### src/rtl/relogio_pkg.sv
// Shared types and helpers for the shot clock: FSM state encoding, tenths limit
// and the counter-width helper used by the prescaler and the buzzer timer.
package relogio_pkg;

    typedef enum logic [1:0] {
        STOPPED = 2'd0,
        RUN     = 2'd1,
        EXPIRED = 2'd2
    } estado_t;

    localparam logic [3:0] TENTHS_MAX = 4'd9;

    // Bits needed to hold 0..n-1, never less than one bit.
    function automatic int largura(input int n);
        if (n <= 2) begin
            return 1;
        end else begin
            return $clog2(n);
        end
    endfunction

endpackage

### src/rtl/divisor_decimo.sv
// Tenth-of-second prescaler: counts enabled cycles and pulses tick on the last
// count of each tenth. The count is held while disabled so a paused tenth resumes.
module divisor_decimo
    import relogio_pkg::*;
#(
    parameter int TICKS_PER_TENTH = 5_000_000
) (
    input  logic clock,
    input  logic reset_n,
    input  logic enable,
    input  logic clear,
    output logic tick
);

    localparam int CW = largura(TICKS_PER_TENTH);
    localparam logic [CW-1:0] LAST = CW'(TICKS_PER_TENTH - 1);

    logic [CW-1:0] conta_r;
    logic          fim_s;

    // Tick decode straight off the count so the decrement lands on the edge that wraps it
    always_comb begin
        fim_s = 1'b0;
        if (enable && !clear && (conta_r == LAST)) begin
            fim_s = 1'b1;
        end else begin
            fim_s = 1'b0;
        end
    end

    assign tick = fim_s;

    // Prescaler count: clear beats enable, disabled cycles hold the phase
    always_ff @(posedge clock or negedge reset_n) begin
        if (!reset_n) begin
            conta_r <= {CW{1'b0}};
        end else if (clear) begin
            conta_r <= {CW{1'b0}};
        end else if (enable) begin
            if (conta_r == LAST) begin
                conta_r <= {CW{1'b0}};
            end else begin
                conta_r <= conta_r + CW'(1);
            end
        end else begin
            conta_r <= conta_r;
        end
    end

endmodule

### src/rtl/relogio_posse.sv
// Shot clock top: STOPPED/RUN/EXPIRED control, seconds.tenths down-counter and
// the bounded expiry buzzer, driven by the divisor_decimo prescaler.
module relogio_posse
    import relogio_pkg::*;
#(
    parameter int TICKS_PER_TENTH = 5_000_000,
    parameter int WIDTH           = 5,
    parameter int FULL_VAL        = 24,
    parameter int SHORT_VAL       = 14,
    parameter int BUZZ_CYCLES     = 50_000_000
) (
    input  logic             clock,
    input  logic             reset_n,
    input  logic             load_full,
    input  logic             load_short,
    input  logic             pause,
    output logic [WIDTH-1:0] segundos,
    output logic [3:0]       decimos,
    output logic             running,
    output logic             expired,
    output logic             buzzer
);

    localparam int              BW        = largura(BUZZ_CYCLES);
    localparam logic [WIDTH-1:0] FULL_SEG  = WIDTH'(FULL_VAL);
    localparam logic [WIDTH-1:0] SHORT_SEG = WIDTH'(SHORT_VAL);
    localparam logic [BW-1:0]    BUZZ_LAST = BW'(BUZZ_CYCLES - 1);

    estado_t          estado_r;
    estado_t          estado_s;
    logic [WIDTH-1:0] seg_r;
    logic [WIDTH-1:0] seg_s;
    logic [3:0]       dec_r;
    logic [3:0]       dec_s;
    logic [BW-1:0]    buzz_cnt_r;
    logic [BW-1:0]    buzz_cnt_s;
    logic             buzzer_r;
    logic             buzzer_s;
    logic             running_r;
    logic             expired_r;
    logic             short_ok_s;
    logic             load_acc_s;
    logic             nonzero_s;
    logic             enable_s;
    logic             tick_s;

    // Short preset is only honoured below the short value or after expiry
    always_comb begin
        short_ok_s = 1'b0;
        if (load_short && ((seg_r < SHORT_SEG) || (estado_r == EXPIRED))) begin
            short_ok_s = 1'b1;
        end else begin
            short_ok_s = 1'b0;
        end
    end

    assign load_acc_s = load_full | short_ok_s;
    assign nonzero_s  = (seg_r != {WIDTH{1'b0}}) || (dec_r != 4'd0);
    // The prescaler advances on every edge that leaves the FSM counting
    assign enable_s   = !pause && (estado_r != EXPIRED) && nonzero_s;

    divisor_decimo #(
        .TICKS_PER_TENTH(TICKS_PER_TENTH)
    ) u_divisor (
        .clock  (clock),
        .reset_n(reset_n),
        .enable (enable_s),
        .clear  (load_acc_s),
        .tick   (tick_s)
    );

    // Next state and next value: loads first, then pause/run control and decrement
    always_comb begin
        estado_s = estado_r;
        seg_s    = seg_r;
        dec_s    = dec_r;
        if (load_acc_s) begin
            seg_s    = load_full ? FULL_SEG : SHORT_SEG;
            dec_s    = 4'd0;
            estado_s = pause ? STOPPED : RUN;
        end else begin
            case (estado_r)
                STOPPED: begin
                    if (!pause && nonzero_s) begin
                        estado_s = RUN;
                    end else begin
                        estado_s = STOPPED;
                    end
                end
                RUN: begin
                    if (pause) begin
                        estado_s = STOPPED;
                    end else begin
                        estado_s = RUN;
                    end
                end
                EXPIRED: estado_s = EXPIRED;
                default: estado_s = STOPPED;
            endcase
            if (tick_s) begin
                if (dec_r != 4'd0) begin
                    dec_s = dec_r - 4'd1;
                end else begin
                    dec_s = TENTHS_MAX;
                    seg_s = seg_r - WIDTH'(1);
                end
                if ((seg_r == {WIDTH{1'b0}}) && (dec_r == 4'd1)) begin
                    estado_s = EXPIRED;
                end else begin
                    estado_s = estado_s;
                end
            end else begin
                seg_s = seg_r;
                dec_s = dec_r;
            end
        end
    end

    // Buzzer timer: armed on entry to EXPIRED, aborted by any accepted load
    always_comb begin
        buzzer_s   = buzzer_r;
        buzz_cnt_s = buzz_cnt_r;
        if (load_acc_s) begin
            buzzer_s   = 1'b0;
            buzz_cnt_s = {BW{1'b0}};
        end else if ((estado_s == EXPIRED) && (estado_r != EXPIRED)) begin
            buzzer_s   = 1'b1;
            buzz_cnt_s = BUZZ_LAST;
        end else if (buzzer_r) begin
            if (buzz_cnt_r == {BW{1'b0}}) begin
                buzzer_s = 1'b0;
            end else begin
                buzz_cnt_s = buzz_cnt_r - BW'(1);
            end
        end else begin
            buzzer_s   = 1'b0;
            buzz_cnt_s = buzz_cnt_r;
        end
    end

    // State, value, buzzer and registered status flags
    always_ff @(posedge clock or negedge reset_n) begin
        if (!reset_n) begin
            estado_r   <= STOPPED;
            seg_r      <= FULL_SEG;
            dec_r      <= 4'd0;
            buzzer_r   <= 1'b0;
            buzz_cnt_r <= {BW{1'b0}};
            running_r  <= 1'b0;
            expired_r  <= 1'b0;
        end else begin
            estado_r   <= estado_s;
            seg_r      <= seg_s;
            dec_r      <= dec_s;
            buzzer_r   <= buzzer_s;
            buzz_cnt_r <= buzz_cnt_s;
            running_r  <= (estado_s == RUN);
            expired_r  <= (estado_s == EXPIRED);
        end
    end

    assign segundos = seg_r;
    assign decimos  = dec_r;
    assign running  = running_r;
    assign expired  = expired_r;
    assign buzzer   = buzzer_r;

endmodule

### config.mk
export PLATFORM = sky130hd
export DESIGN_NAME = relogio_posse
export DESIGN_NICKNAME = d
export VERILOG_FILES = /design/src/rtl/relogio_pkg.sv /design/src/rtl/divisor_decimo.sv /design/src/rtl/relogio_posse.sv
export SDC_FILE = /design/constraint.sdc
export NUM_CORES = 1
export LEC_CHECK = 0
export ABC_CLOCK_PERIOD_IN_PS = 4100
export CAP_MARGIN = 25
export CORE_MARGIN = 2
export CORE_UTILIZATION = 60
export CTS_CLUSTER_SIZE = 12
export DETAILED_ROUTE_END_ITERATION = 12
export PLACE_DENSITY_LB_ADDON = 0.2
export SKIP_LAST_GASP = 1
export SLEW_MARGIN = 5
export SYNTH_ARGS = -nofsm -noshare
export SYNTH_HDL_FRONTEND = slang
export SYNTH_HIERARCHICAL = 1
export SYNTH_SLANG_ARGS = --single-unit
### constraint.sdc
create_clock -name clock -period 4.1 [get_ports clock]
set_input_delay 0.82 -clock clock [delete_from_list [all_inputs] [get_ports clock]]
set_output_delay 0.82 -clock clock [all_outputs]
set_load 0.05 [all_outputs]
# [Word level (Yosys, flattened, before mapping)]
# Index checks and enable logic that the tools add are counted.
[word_totals] register_bits=63 out_inout_bits=12 elab_cells=71
[classes] add_sub_neg=4 n_lt_le_gt_ge=1 eq_ne=9 n_mux=26 n_bitwise=1 reduce_logical=22
[op_table] cell="$mux 26" n=4
[op_table] cell="$mux 23" n=3
[op_table] cell="$logic_not 26->1" n=1
[op_table] cell="$sub 26x1->26 const B" n=1
[op_table] cell="$add 23x1->23 const B" n=1
[op_table] cell="$eq 23x23->1 const B" n=1
[op_table] cell="$mux 5" n=4
[op_table] cell="$mux 4" n=3
[op_table] cell="$logic_and 1x1->1" n=8
[op_table] cell="$mux 1" n=8
[op_table] cell="$mux 2" n=3
[op_table] cell="$pmux 2 s3" n=1
[op_table] cell="$logic_not 5->1" n=1
[op_table] cell="$lt 5x4->1 const B" n=1
[op_table] cell="$reduce_bool 5->1" n=1
[op_table] cell="$sub 5x1->5 const B" n=1
[op_table] cell="$eq 2x1->1 const B" n=2
[op_table] cell="$eq 2x2->1 const B" n=2
[op_table] cell="$eq 4x1->1 const B" n=1
[op_table] cell="$reduce_and 2->1" n=2
[op_table] cell="$reduce_bool 2->1" n=2
[op_table] cell="$reduce_bool 4->1" n=1
[op_table] cell="$sub 4x1->4 const B" n=1
[op_table] cell="$ne 3x2->1 const B" n=1
[op_table] cell="other kinds (7)" n=9

# [Depth between registers and ports, before layout]
[logic_depth] word_depth=15 ltp_mapped=14 depth_no_buf=11

# [Cells and area by module]
# Netlist, hierarchy kept.
[by_module_without_submodules] mod="relogio_posse" instances=1 cells_per_inst=232 area_per_inst_um2=2263.4 seq_area_each_um2=1003.5
[by_module_without_submodules] mod="divisor_decimo" instances=1 cells_per_inst=161 area_per_inst_um2=1357.6 seq_area_each_um2=575.6

# [Worst setup path after synthesis]
# OpenSTA, ideal clock, no wires.
[synth_timing] kind="register -> register" startpoint="reg seg_r[3] (netlist: segundos[3])" endpoint="reg buzz_cnt_r[10]" setup_time_ns=0.125 t_arrival_ns=3.656 path_slack_ns=0.319 path_stages_with_launch=15 path_cell_list="dfstp_2 a31oi_1 o21ai_0 nor2b_1 clkinv_1 clkbuf_1 clkbuf_1 nand2b_1 nor3_1 clkbuf_1 nor2b_1 nand4_1 clkbuf_1 nand2_1 nor2_1"
[synth_via] elab_chain_cells=15 word_cells_on_any_way=27
[synth_lines] item="from (decl)" line="relogio_posse.sv:31" rtl="logic [WIDTH-1:0] seg_r;"
[synth_lines] item="from (signal assigned)" line="relogio_posse.sv:153" rtl="seg_r <= seg_s;"
[synth_lines] item="$lt 5x4->1 (*)" line="relogio_posse.sv:50" rtl="if (load_short && ((seg_r < SHORT_SEG) || (estado_r == EXPIRED))) begin"
[synth_lines] item="$logic_or 1x1->1 (*)" line="relogio_posse.sv:50"
[synth_lines] item="$logic_and 1x1->1 (*)" line="relogio_posse.sv:50"
[synth_lines] item="$mux 1 (*)" line="relogio_posse.sv:50"
[synth_lines] item="$or 1x1->1 (*)" line="relogio_posse.sv:57" rtl="assign load_acc_s = load_full | short_ok_s;"
[synth_lines] item="via load_acc_s" line="relogio_posse.sv:42" rtl="logic load_acc_s;"
[synth_lines] item="$logic_not 1->1 (*)" line="divisor_decimo.sv:24" rtl="if (enable && !clear && (conta_r == LAST)) begin"
[synth_lines] item="$logic_and 1x1->1 (*) (2 in series)" line="divisor_decimo.sv:24"
[synth_lines] item="$mux 1 (*)" line="divisor_decimo.sv:24"
[synth_lines] item="via tick_s" line="relogio_posse.sv:45" rtl="logic tick_s;"
[synth_lines] item="$mux 2 (*)" line="relogio_posse.sv:100" rtl="if (tick_s) begin"
[synth_lines] item="$mux 2 (*)" line="relogio_posse.sv:77" rtl="if (load_acc_s) begin"
[synth_lines] item="$eq 2x2->1 (*)" line="relogio_posse.sv:126" rtl="end else if ((estado_s == EXPIRED) && (estado_r != EXPIRED)) begin"
[synth_lines] item="$logic_and 1x1->1 (*)" line="relogio_posse.sv:126"
[synth_lines] item="$ne 3x2->1 (no line) (tied with other cells)"
[synth_lines] item="$reduce_and 2->1 (no line) / $mux 26 (equally long branches)"
[synth_lines] item="to (signal assigned)" line="relogio_posse.sv:148" rtl="buzz_cnt_r <= {BW{1'b0}};"
[synth_lines] item="to (signal assigned)" line="relogio_posse.sv:156" rtl="buzz_cnt_r <= buzz_cnt_s;"
[synth_lines] item="to (decl)" line="relogio_posse.sv:35" rtl="logic [BW-1:0] buzz_cnt_r;"
# Mark *: on every way through the listed nets, which the timed path passes. The rest lies on a longest branch.
# A chain may end at the register's enable or synchronous reset.

# [Final worst setup path]
[layout_timing] startpoint="in load_short" endpoint="reg buzz_cnt_r[24]"
[layout_via] elab_chain_cells=13 word_cells_on_any_way=16
[layout_lines] item="from (decl)" line="relogio_posse.sv:15" rtl="input logic load_short,"
[layout_lines] item="$logic_and 1x1->1 (*)" line="relogio_posse.sv:50"
[layout_lines] item="$mux 1 (*)" line="relogio_posse.sv:50"
[layout_lines] item="$or 1x1->1 (*)" line="relogio_posse.sv:57"
[layout_lines] item="$logic_not 1->1 (*)" line="divisor_decimo.sv:24"
[layout_lines] item="$logic_and 1x1->1 (*) (2 in series)" line="divisor_decimo.sv:24"
[layout_lines] item="$mux 1 (*)" line="divisor_decimo.sv:24"
[layout_lines] item="via tick_s" line="relogio_posse.sv:45"
[layout_lines] item="$mux 2 (*)" line="relogio_posse.sv:100"
[layout_lines] item="$mux 2 (*)" line="relogio_posse.sv:77"
[layout_lines] item="$eq 2x2->1 (*)" line="relogio_posse.sv:126"
[layout_lines] item="$logic_and 1x1->1 (*)" line="relogio_posse.sv:126"
[layout_lines] item="$ne 3x2->1 (no line) (tied with other cells)"
[layout_lines] item="$reduce_and 2->1 (no line) / $mux 26 (equally long branches)"
# Marks and branches as above.

==> results.json <==
{
  "ys.flop_type": "dfrtp_1",
  "crit_path_end": "buzz_cnt_r[24]",
  "synth_top_family_by_area": "simple AND/OR/NAND/NOR gates",
  "hpwlAfterDp_um": 5258,
  "row_count": 28,
  "drv_slew": 0,
  "ys_warn_count": 6,
  "tritoncts": "done",
  "synth_cells": 393,
  "numPlacedInstances": 476,
  "crit_type": "input port to register",
  "synthMuxAreaShare_pct": 1.106,
  "cts_buffer_depth": 2,
  "antenna_found_initial": 0,
  "grt_usage_pct": 26.61,
  "endpoint_kind": "register",
  "total_power_mw": 1.215,
  "r2r_cells": 11,
  "path_common_cell": "nor2b_1",
  "status": "finished, final reports clean",
  "async_flop_share_pct": 100.0,
  "synth_fa_ha_area_share_pct": 2.419,
  "synth.most_common_cell": "dfrtp_1",
  "r2r_setup_slack_ps": 800,
  "dieArea_um2": 6672,
  "drc": 0,
  "syn-num-nets": 405,
  "ctsRootBufferMaster": "clkbuf_8",
  "yosys.area.top_type": "dfrtp_1",
  "tightest_slew_ps": 733.3,
  "startpoint_type": "input port",
  "drive_gt1_share_pct": 10.98,
  "area.growth.synth_to_final_pct": 12.23,
  "yosysTopAreaCellShare_pct": 42.16,
  "h-tree-depth": 3,
  "fin_setup_tns_ps": 0,
  "postCtsSetupBuffers": 0,
  "arrival_ps": 3560,
  "seq_area_um2": 1579,
  "synth_area_leaders": "dfrtp_1 (42%), xnor2_1 (4.8%), nand3_1 (4.6%)",
  "grt_pass1_wl_um": 13590,
  "min_period_ps": 3334,
  "fin_skew_ps": 3.676,
  "path_max_fanout": 22,
  "finalNetCount": 426,
  "ys_seq_area_share_pct": 43.61,
  "crit_chain": "clkdlybuf4s50_1 -> o21ai_0 -> nor2b_1 -> clkinv_1 -> nand2b_1 -> nor3_1 -> nor2b_1 -> nand4_1 -> buf_4 -> nand2_1 -> nor2_1",
  "die_w_um": 81.69,
  "cp.required_ps": 4320,
  "fillers": 473,
  "vias": 3101,
  "wl_per_cell_um": 15.91,
  "setup_viol": 0,
  "grt_pass1_vias": 2912,
  "dr.pass1.iters": 4,
  "maxSlewHeadroom_pct": 50.42,
  "startpoint": "load_short",
  "numPortBuffers": 16,
  "holdCritPathClass": "input port to asynchronous set/reset pin",
  "clkSinkCount": 63,
  "diodes": 0,
  "multi_input_area_um2": 1928,
  "synth_compound_area_share_pct": 14.65,
  "synth_seq_cells": 63,
  "finalHoldViolCount": 0,
  "cts_hold_buf": 0,
  "synth_edf_count": 0,
  "reg2reg_to": "buzz_cnt_r[24]",
  "final_cell_count_no_fill": 494,
  "first_iter_violations": 190,
  "slowest_stage": "clkdlybuf4s50_1",
  "worstSkewPairLatency_ps": 340,
  "vias_per_cell": 6.277,
  "rsz0062_at_grt": "false",
  "power_density_nw_per_um2": 299.0,
  "ant_nets": 0,
  "critPathMaxStageDelay_ps": 410,
  "cts-resized-gates": 0,
  "reg2reg_from": "segundos[3]",
  "initial_core_util_pct": 61.52,
  "synth_xor_area_share_pct": 5.563,
  "coreArea_um2": 5886,
  "numCtsBuffers": 9,
  "ioPinCount": 17,
  "leakage_nw": 1.662,
  "fin_crit_sh_pct": 81.33,
  "synth_common_cells": "dfrtp_1 (61), nand2_1 (36), nand3_1 (33), nor2_1 (30), a21oi_1 (27)",
  "netlist_area_um2": 3621,
  "syn_avg_cell_area_um2": 9.214,
  "drt_wl_total_um": 7862,
  "die_y_um": 81.69,
  "yosys.area_share.simple_pct": 29.51,
  "grt_overflow": 0,
  "clk_pin_slew_ps": 70,
  "ir_worst_vdd_mv": 0.2778,
  "grt_max_degree": 43,
  "drv_cap": 0,
  "clock.fmax_mhz": 299.9,
  "gp_congestion": 0.9256,
  "synth_cell_types": 55
}
worst min-delay path by stage:
stage | startpoint | to | slack (ps) | cells after the start
after floorplan | u_divisor/conta_r[22] | u_divisor/conta_r[22] | 480 | 2
after global placement | u_divisor/conta_r[22] | u_divisor/conta_r[22] | 510 | 2
after detailed placement | u_divisor/conta_r[22] | u_divisor/conta_r[22] | 520 | 2
after CTS | u_divisor/conta_r[22] | u_divisor/conta_r[22] | 540 | 2
after global routing | reset_n | buzz_cnt_r[10] | 300 | 1
final | reset_n | buzz_cnt_r[10] | 300 | 1
cells in the final DEF, fill, tap and decap left out, types with 13 or more instances in the layout:
cell type	count
a21oi_1	27
nor3_1	13
xnor2_1	20
nor2_1	30
a31oi_1	13
clkdlybuf4s50_1	15
nand3_1	33
nand2_1	36
or3_1	13
dfrtp_1	61
stage by stage:
stage	cell area [um2]	utilization (%)	hold slack, ps	setup WS, ps
4_1_cts	4036	68.58	537.3	767.4
3_5_place_dp	3846	65.35	515.7	415.5
2_1_floorplan	3621	-	477.9	318.8
3_3_place_gp	3846	65.35	511.5	612.0
6_report	4064	69.05	303.5	765.7
5_1_grt	4064	69.05	303.5	391.6
routing by layer:
layer / vias to the layer above / global-route usage [%] / share of wire (%) / wire length (um)
met1: 1496 / 35.43 / 46 / 3653
met2: 93 / 43.03 / 47 / 3729
li1: 1501 / - / - / -
met5: - / 0 / 0 / 0
met3: 11 / 4.505 / 4.3 / 340
met4: 0 / 11.50 / 1.8 / 138
flip-flops by register name (all words and copies together), names as in the netlist:
| signal | flops |
|---|---|
| decimos | 4 |
| buzzer | 1 |
| expired | 1 |
| estado_r | 2 |
| buzz_cnt_r | 26 |
| u_divisor/conta_r | 23 |
| segundos | 5 |
| running | 1 |
where the power goes:
part	leakage, nW	internal [mW]	switching [mW]
registers	0.868	0.624	0.00271
logic	0.694	0.0146	0.0382
clock network	0.100	0.295	0.241
worst max-delay path, delay by kind of cell:
family                 cells  cell delay, ps
buffers and inverters      3             810
AOI/OAI and AO/OA          1             160
and+or+nand+nor            7            1770
cells by family (layout without fill, tap and decap cells):
group | after synthesis | in the layout
simple gates | 191 | 191
buf+inv | 25 | 51
mux | 4 | 4
flops | 63 | 63
compound gates | 80 | 80
xor+xnor | 23 | 23
fa+ha+maj | 7 | 7
layout make-up:
cell class	count	area share, %
multi-input combinational	305	47.44
sequential	63	38.85
timing repair buffer	25	5.788
clock buffer	12	3.571
tap	75	2.309
clock inverter	4	1.108
inverter	10	0.9236
Power figures use the tool's default switching activity.
